===== src/rtl/ten_gig_tx_frame_shaper.sv =====
// Per-channel TX length shaper in front of the 10G MAC: pads runts with zeros up to the
// minimum length, truncates oversize frames with an abort marker, and counts frames.
module ten_gig_tx_frame_shaper #(
    parameter logic [14:0] P_MIN_LENGTH = 15'd60,
    parameter logic [14:0] P_MAX_LENGTH = 15'd9600,
    parameter int          P_CNT_WIDTH  = 16
) (
    input  logic                   i_clk,
    input  logic                   i_rst_n,
    input  logic                   i_s_axis_tvalid,
    output logic                   o_s_axis_tready,
    input  logic [63:0]            i_s_axis_tdata,
    input  logic [7:0]             i_s_axis_tkeep,
    input  logic                   i_s_axis_tlast,
    input  logic                   i_s_axis_tuser,
    output logic                   o_m_axis_tvalid,
    input  logic                   i_m_axis_tready,
    output logic [63:0]            o_m_axis_tdata,
    output logic [7:0]             o_m_axis_tkeep,
    output logic                   o_m_axis_tlast,
    output logic                   o_m_axis_tuser,
    output logic [P_CNT_WIDTH-1:0] o_frame_cnt,
    output logic [P_CNT_WIDTH-1:0] o_pad_cnt,
    output logic [P_CNT_WIDTH-1:0] o_oversize_cnt
);

    typedef enum logic [1:0] {
        IDLE,
        DATA,
        PAD,
        DROP
    } state_t;

    localparam logic [P_CNT_WIDTH-1:0] CNT_ONE = {{(P_CNT_WIDTH-1){1'b0}}, 1'b1};

    state_t      state;
    state_t      state_nxt;
    logic        ready_en;
    logic [14:0] byte_cnt;
    logic [14:0] byte_cnt_nxt;
    logic        pad_user;
    logic        pad_user_nxt;
    logic        load_en;
    logic        s_ready;
    logic        s_fire;
    logic [3:0]  beat_bytes;
    logic [14:0] cum;
    logic [14:0] remain;
    logic [63:0] keep_byte_mask;
    logic        emit;
    logic [63:0] e_data;
    logic [7:0]  e_keep;
    logic        e_last;
    logic        e_user;
    logic        inc_frame;
    logic        inc_pad;
    logic        inc_over;

    function automatic logic [3:0] popcount8(input logic [7:0] k);
        logic [3:0] sum;
        sum = 4'd0;
        for (int i = 0; i < 8; i++) begin
            sum = sum + {3'd0, k[i]};
        end
        return sum;
    endfunction

    function automatic logic [7:0] low_mask(input logic [14:0] n);
        if (n >= 15'd8) begin
            return 8'hFF;
        end
        return 8'hFF >> (4'd8 - n[3:0]);
    endfunction

    // ready_en keeps the input side closed while reset is held and for the release cycle
    assign load_en    = !o_m_axis_tvalid || i_m_axis_tready;
    assign beat_bytes = popcount8(i_s_axis_tkeep);
    assign cum        = byte_cnt + {11'd0, beat_bytes};
    assign remain     = P_MIN_LENGTH - byte_cnt;
    assign s_fire     = i_s_axis_tvalid && s_ready;
    assign o_s_axis_tready = s_ready;

    always_comb begin
        s_ready = 1'b0;
        case (state)
            IDLE, DATA: s_ready = ready_en && load_en;
            DROP:       s_ready = ready_en;
            default:    s_ready = 1'b0;
        endcase
    end

    always_comb begin
        keep_byte_mask = '0;
        for (int i = 0; i < 8; i++) begin
            keep_byte_mask[8*i +: 8] = {8{i_s_axis_tkeep[i]}};
        end
    end

    always_comb begin
        state_nxt    = state;
        byte_cnt_nxt = byte_cnt;
        pad_user_nxt = pad_user;
        emit         = 1'b0;
        e_data       = i_s_axis_tdata;
        e_keep       = i_s_axis_tkeep;
        e_last       = i_s_axis_tlast;
        e_user       = 1'b0;
        inc_frame    = 1'b0;
        inc_pad      = 1'b0;
        inc_over     = 1'b0;
        case (state)
            IDLE, DATA: begin
                if (s_fire) begin
                    emit = 1'b1;
                    if (cum > P_MAX_LENGTH) begin
                        e_last       = 1'b1;
                        e_user       = 1'b1;
                        inc_frame    = 1'b1;
                        inc_over     = 1'b1;
                        byte_cnt_nxt = 15'd0;
                        state_nxt    = i_s_axis_tlast ? IDLE : DROP;
                    end else if (!i_s_axis_tlast) begin
                        byte_cnt_nxt = cum;
                        state_nxt    = DATA;
                    end else if (cum >= P_MIN_LENGTH) begin
                        e_user       = i_s_axis_tuser;
                        inc_frame    = 1'b1;
                        byte_cnt_nxt = 15'd0;
                        state_nxt    = IDLE;
                    end else begin
                        // Runt: the last beat is widened to a full beat of zero fill
                        e_data = i_s_axis_tdata & keep_byte_mask;
                        if ((byte_cnt + 15'd8) < P_MIN_LENGTH) begin
                            e_keep       = 8'hFF;
                            e_last       = 1'b0;
                            pad_user_nxt = i_s_axis_tuser;
                            byte_cnt_nxt = byte_cnt + 15'd8;
                            state_nxt    = PAD;
                        end else begin
                            e_keep       = low_mask(remain);
                            e_last       = 1'b1;
                            e_user       = i_s_axis_tuser;
                            inc_frame    = 1'b1;
                            inc_pad      = 1'b1;
                            byte_cnt_nxt = 15'd0;
                            state_nxt    = IDLE;
                        end
                    end
                end
            end
            PAD: begin
                if (load_en) begin
                    emit   = 1'b1;
                    e_data = 64'd0;
                    if (remain > 15'd8) begin
                        e_keep       = 8'hFF;
                        e_last       = 1'b0;
                        byte_cnt_nxt = byte_cnt + 15'd8;
                    end else begin
                        e_keep       = low_mask(remain);
                        e_last       = 1'b1;
                        e_user       = pad_user;
                        inc_frame    = 1'b1;
                        inc_pad      = 1'b1;
                        byte_cnt_nxt = 15'd0;
                        state_nxt    = IDLE;
                    end
                end
            end
            DROP: begin
                if (s_fire && i_s_axis_tlast) begin
                    state_nxt = IDLE;
                end
            end
            default: state_nxt = IDLE;
        endcase
    end

    always_ff @(posedge i_clk or negedge i_rst_n) begin
        if (!i_rst_n) begin
            state <= IDLE;
        end else begin
            state <= state_nxt;
        end
    end

    always_ff @(posedge i_clk or negedge i_rst_n) begin
        if (!i_rst_n) begin
            ready_en        <= 1'b0;
            byte_cnt        <= 15'd0;
            pad_user        <= 1'b0;
            o_m_axis_tvalid <= 1'b0;
            o_m_axis_tdata  <= 64'd0;
            o_m_axis_tkeep  <= 8'd0;
            o_m_axis_tlast  <= 1'b0;
            o_m_axis_tuser  <= 1'b0;
            o_frame_cnt     <= '0;
            o_pad_cnt       <= '0;
            o_oversize_cnt  <= '0;
        end else begin
            ready_en <= 1'b1;
            byte_cnt <= byte_cnt_nxt;
            pad_user <= pad_user_nxt;
            if (load_en) begin
                o_m_axis_tvalid <= emit;
                if (emit) begin
                    o_m_axis_tdata <= e_data;
                    o_m_axis_tkeep <= e_keep;
                    o_m_axis_tlast <= e_last;
                    o_m_axis_tuser <= e_user;
                end
            end
            if (inc_frame) begin
                o_frame_cnt <= o_frame_cnt + CNT_ONE;
            end
            if (inc_pad) begin
                o_pad_cnt <= o_pad_cnt + CNT_ONE;
            end
            if (inc_over) begin
                o_oversize_cnt <= o_oversize_cnt + CNT_ONE;
            end
        end
    end

endmodule


===== config.mk =====
export PLATFORM = sky130hd
export DESIGN_NAME = ten_gig_tx_frame_shaper
export DESIGN_NICKNAME = d
export VERILOG_FILES = /design/src/rtl/ten_gig_tx_frame_shaper.sv
export SDC_FILE = /design/constraint.sdc
export NUM_CORES = 1
export LEC_CHECK = 0
export CORE_MARGIN = 2
export CORE_UTILIZATION = 45
export DETAILED_ROUTE_END_ITERATION = 8
export PLACE_DENSITY = 0.78
export SYNTH_ARGS = -nofsm -noshare
export SYNTH_HDL_FRONTEND = slang
export SYNTH_SLANG_ARGS = --single-unit

===== constraint.sdc =====
create_clock -name i_clk -period 4.6 [get_ports i_clk]
set_clock_uncertainty 0.1 [all_clocks]
set_input_delay 0.92 -clock i_clk [delete_from_list [all_inputs] [get_ports i_clk]]
set_output_delay 0.92 -clock i_clk [all_outputs]
set_load 0.05 [all_outputs]

==> flow_metrics.env <==
export IMPL_wl_met3_um=2080
export IMPL_fmax_mhz=179
export IMPL_synth_cell_type_count=91
export IMPL_critical_path_depth=20
export IMPL_cts_tree="done"
export IMPL_hold_violations=0
export IMPL_grt_pass1_wl_um=37800
export IMPL_die_area_um2=18200
export IMPL_grt_max_degree=87
export IMPL_gp_congestion=0.976
export IMPL_crit_chain="buf_8 > fa_1 > inv_2 > fa_1 > fa_1 > fa_2 > fa_2 > and2b_2 > o21ai_4 > buf_6 > nor3_4 > mux2i_2 > nand4_1 > buf_6 > buf_6 > nor4_4 > buf_4 > a22o_4 > nand4_1 > xnor2_1"
export IMPL_synth_seq_cells=142
export IMPL_power_leakage_nw=5.29
export IMPL_cts_sinks=142
export IMPL_die_w_um=135
export IMPL_routed_via_density=5.93
export IMPL_worstPathMaxFanout=7
export IMPL_drive_gt1_frac=0.271
export IMPL_wl_met1_um=10000
export IMPL_r2r_slack_ns=-0.22
export IMPL_fin_tns_setup_ns=-122.09
export IMPL_postLayoutCoreUtil=0.731
export IMPL_hpwl_um=16100
export IMPL_worst_setup_path_start_kind="input pin"
export IMPL_arrival_ns=5.81
export IMPL_cpMaxStageDelayCell="fa_1"
export IMPL_grt_util_all_layers=0.263
export IMPL_start_util=0.462
export IMPL_layout_commonest_cell="clkdlybuf4s50_1"
export IMPL_synth_edf_count=0
export IMPL_die_y_um=135
export IMPL_synth_main_ff_cell="dfrtp_1"
export IMPL_finalCriticalPeriod_ns=5.60
export IMPL_ios=202
export IMPL_violations="negative setup slack"
export IMPL_slew_headroom=0.502
export IMPL_synthCells=729
export IMPL_drt_iter0_markers=518
export IMPL_ir_drop_mv=0.525
export IMPL_holdCritPathClass="input pin to asynchronous set/reset pin"
export IMPL_critical_path_top_delay_family="adder cells"
export IMPL_timing_final_ws_setup_ns=-0.998
export IMPL_wl_per_cell_um=20.4
export IMPL_diodes=0
export IMPL_async_flop_share=1.00
export IMPL_cts_made_buffers=17
export IMPL_power_density_nw_per_um2=647
export IMPL_clk_pin_slew_worst_paths_ns=0.07
export IMPL_wirelength_um=25600
export IMPL_top_layer="met4"
export IMPL_outcome="finished with violations"
export IMPL_port_buffers=201
export IMPL_synth_fp_nets=829
export IMPL_first_pass_iters=5
export IMPL_coreArea_um2=16600
export IMPL_grt_pass1_vias=7274
export IMPL_path_class="input pin to flop"
export IMPL_via_count=7455
export IMPL_post_route_period_util=1.22
export IMPL_final_max_slew_viol_count=0
export IMPL_place_inst=1197
export IMPL_synth_area_um2=7700
export IMPL_endpoint_kind="flop"
export IMPL_cts_root_buffer="clkbuf_16"
export IMPL_fin_cells=1257
export IMPL_yosysWarningCount=0
export IMPL_critPathBufInv=6
export IMPL_clk_path_buf_depth=2
export IMPL_maxCapViolCount=0
export IMPL_pre_cts_ws_ns=-1.89
export IMPL_nNetsFinal=1124
export IMPL_clk_latency_ns=0.43
export IMPL_drc=0
export IMPL_setup_viol=139
export IMPL_cts_htree_levels=4
export IMPL_syn_avg_cell_area_um2=10.6
export IMPL_antenna_found_initial=0
export IMPL_grt_overflow=0
export IMPL_worst_slew_pin_slew_ns=0.741
export IMPL_antenna_left=0
export IMPL_reg2reg_depth=18
export IMPL_wl_met2_um=12500
export IMPL_max_stage_delay_ns=0.57
export IMPL_syn_to_final_growth_pct=58.0
export IMPL_grt_setup_unrepaired="yes"
export IMPL_rows=47
export IMPL_critPathRequiredTime_ns=4.81
export IMPL_mostFrequentLayoutCells="clkdlybuf4s50_1, dfrtp_1, buf_4"
export IMPL_yosysSeqAreaShare=0.462
-- Yosys cell counts, drive strengths merged (3+ instances only) --
cell type / n / share of area
a211oi: 4 / 0.0072
a21boi: 4 / 0.0039
dfrtp: 142 / 0.46
nor2: 39 / 0.021
o221ai: 5 / 0.0057
o21ai: 31 / 0.022
nor3: 22 / 0.017
o211a: 4 / 0.0062
o2111ai: 4 / 0.0046
nand3: 32 / 0.022
mux2i: 3 / 0.0039
and2: 12 / 0.0098
mux2: 4 / 0.0063
and4: 5 / 0.0057
nand2b: 7 / 0.0057
o22ai: 10 / 0.0081
a21o: 6 / 0.0059
a22o: 70 / 0.080
a22oi: 3 / 0.0047
a21oi: 20 / 0.013
o21a: 5 / 0.0049
fa: 5 / 0.013
clkbuf: 20 / 0.0099
and3: 8 / 0.0065
a32oi: 3 / 0.0034
xnor2: 33 / 0.038
ha: 17 / 0.028
xor2: 22 / 0.025
nand4: 19 / 0.018
o31ai: 5 / 0.0073
a31oi: 8 / 0.0065
or3: 15 / 0.013
buf: 15 / 0.013
inv: 27 / 0.013
o2bb2ai: 3 / 0.0042
or2: 5 / 0.0041
nor4: 11 / 0.012
o211ai: 3 / 0.0029
nand2: 47 / 0.023
-- where the power goes --
part | switching, mW | total, mW | internal [mW]
Combinational | 2.64 | 4.35 | 1.71
Clock | 0.606 | 1.48 | 0.878
Sequential | 0.407 | 2.04 | 1.63
Total | 3.65 | 7.87 | 4.22
-- final timing paths --
check,from,to
worst min register to register,o_pad_cnt[15],o_pad_cnt[15]
min in group i_clk,o_pad_cnt[15],o_pad_cnt[15]
worst min-delay path,i_rst_n,o_frame_cnt[7]
worst max register to register,byte_cnt[0],o_pad_cnt[4]
max in group asynchronous,i_rst_n,o_m_axis_tdata[25]
worst max-delay path,i_s_axis_tkeep[3],o_pad_cnt[4]
-- sequential cells by signal (all words and copies together) (netlist names) --
name and cells:
o_oversize_cnt 16, o_m_axis_tvalid 1, state 2, pad_user 1
o_m_axis_tuser 1, o_m_axis_tlast 1, o_frame_cnt 16, o_m_axis_tkeep 8
o_m_axis_tdata 64, o_pad_cnt 16, ready_en 1, byte_cnt 15
-- timing repair --
action | in CTS | in global routing
hold endpoints to repair | 0 | 0
pin swaps | 57 | 59
buffers inserted | 17 | 13
cloned | 2 | 0
hold buffers | 0 | 0
endpoints found under the setup margin | 139 | 139
resized for setup | 90 | 70
-- metrics by stage --
stage	power, mW	area [µm²]	hold slack (ns)
after floorplan	4.53	7880	0.380
final	7.87	12200	0.350
after global placement	5.95	10700	0.356
after detailed placement	6.01	10700	0.365
after global routing	8.21	12200	0.391
after CTS	7.64	11800	0.379
-- kinds of logic (layout without fill, tap and decap cells) --
kind of cell / after synthesis / in the layout / share of synthesized area
muxes: 7 / 7 / 0.0102
xor gates and xnor gates: 55 / 55 / 0.0626
adders and majority gates: 22 / 22 / 0.0406
AOI/OAI and AO/OA: 209 / 210 / 0.219
other: 1 / 1 / 0.000487
buffers and inverters: 62 / 369 / 0.0366
and+or+nand+nor: 231 / 231 / 0.169
DFF: 142 / 142 / 0.462
-- cell type report --
type                       instances  area [µm²]
sequential                       142        3550
clock buffer                      18         429
tap                              220         275
fill                            1077        4480
timing repair buffer             310        3030
inverter                          27         101
multi-input combinational        526        4580
clock inverter                    14         198
-- worst reg2reg max path: stages, from the launching register on --
cell,delay [ns]
dfrtp_1,0.36
inv_1,0.06
fa_1,0.51
fa_1,0.42
fa_2,0.39
fa_2,0.41
and2b_2,0.26
o21ai_4,0.08
buf_6,0.13
nor3_4,0.25
mux2i_2,0.28
nand4_1,0.15
buf_6,0.18
buf_6,0.12
nor4_4,0.26
buf_4,0.21
a22o_4,0.22
nand4_1,0.13
xnor2_1,0.17
-- per-layer routing --
layer	vias to the layer above	GRT usage
li1	3315	-
met1	3644	0.331
met2	410	0.439
met3	86	0.0676
met4	0	0.0942
met5	-	0
Note: power is estimated with default switching activity, not from simulation.
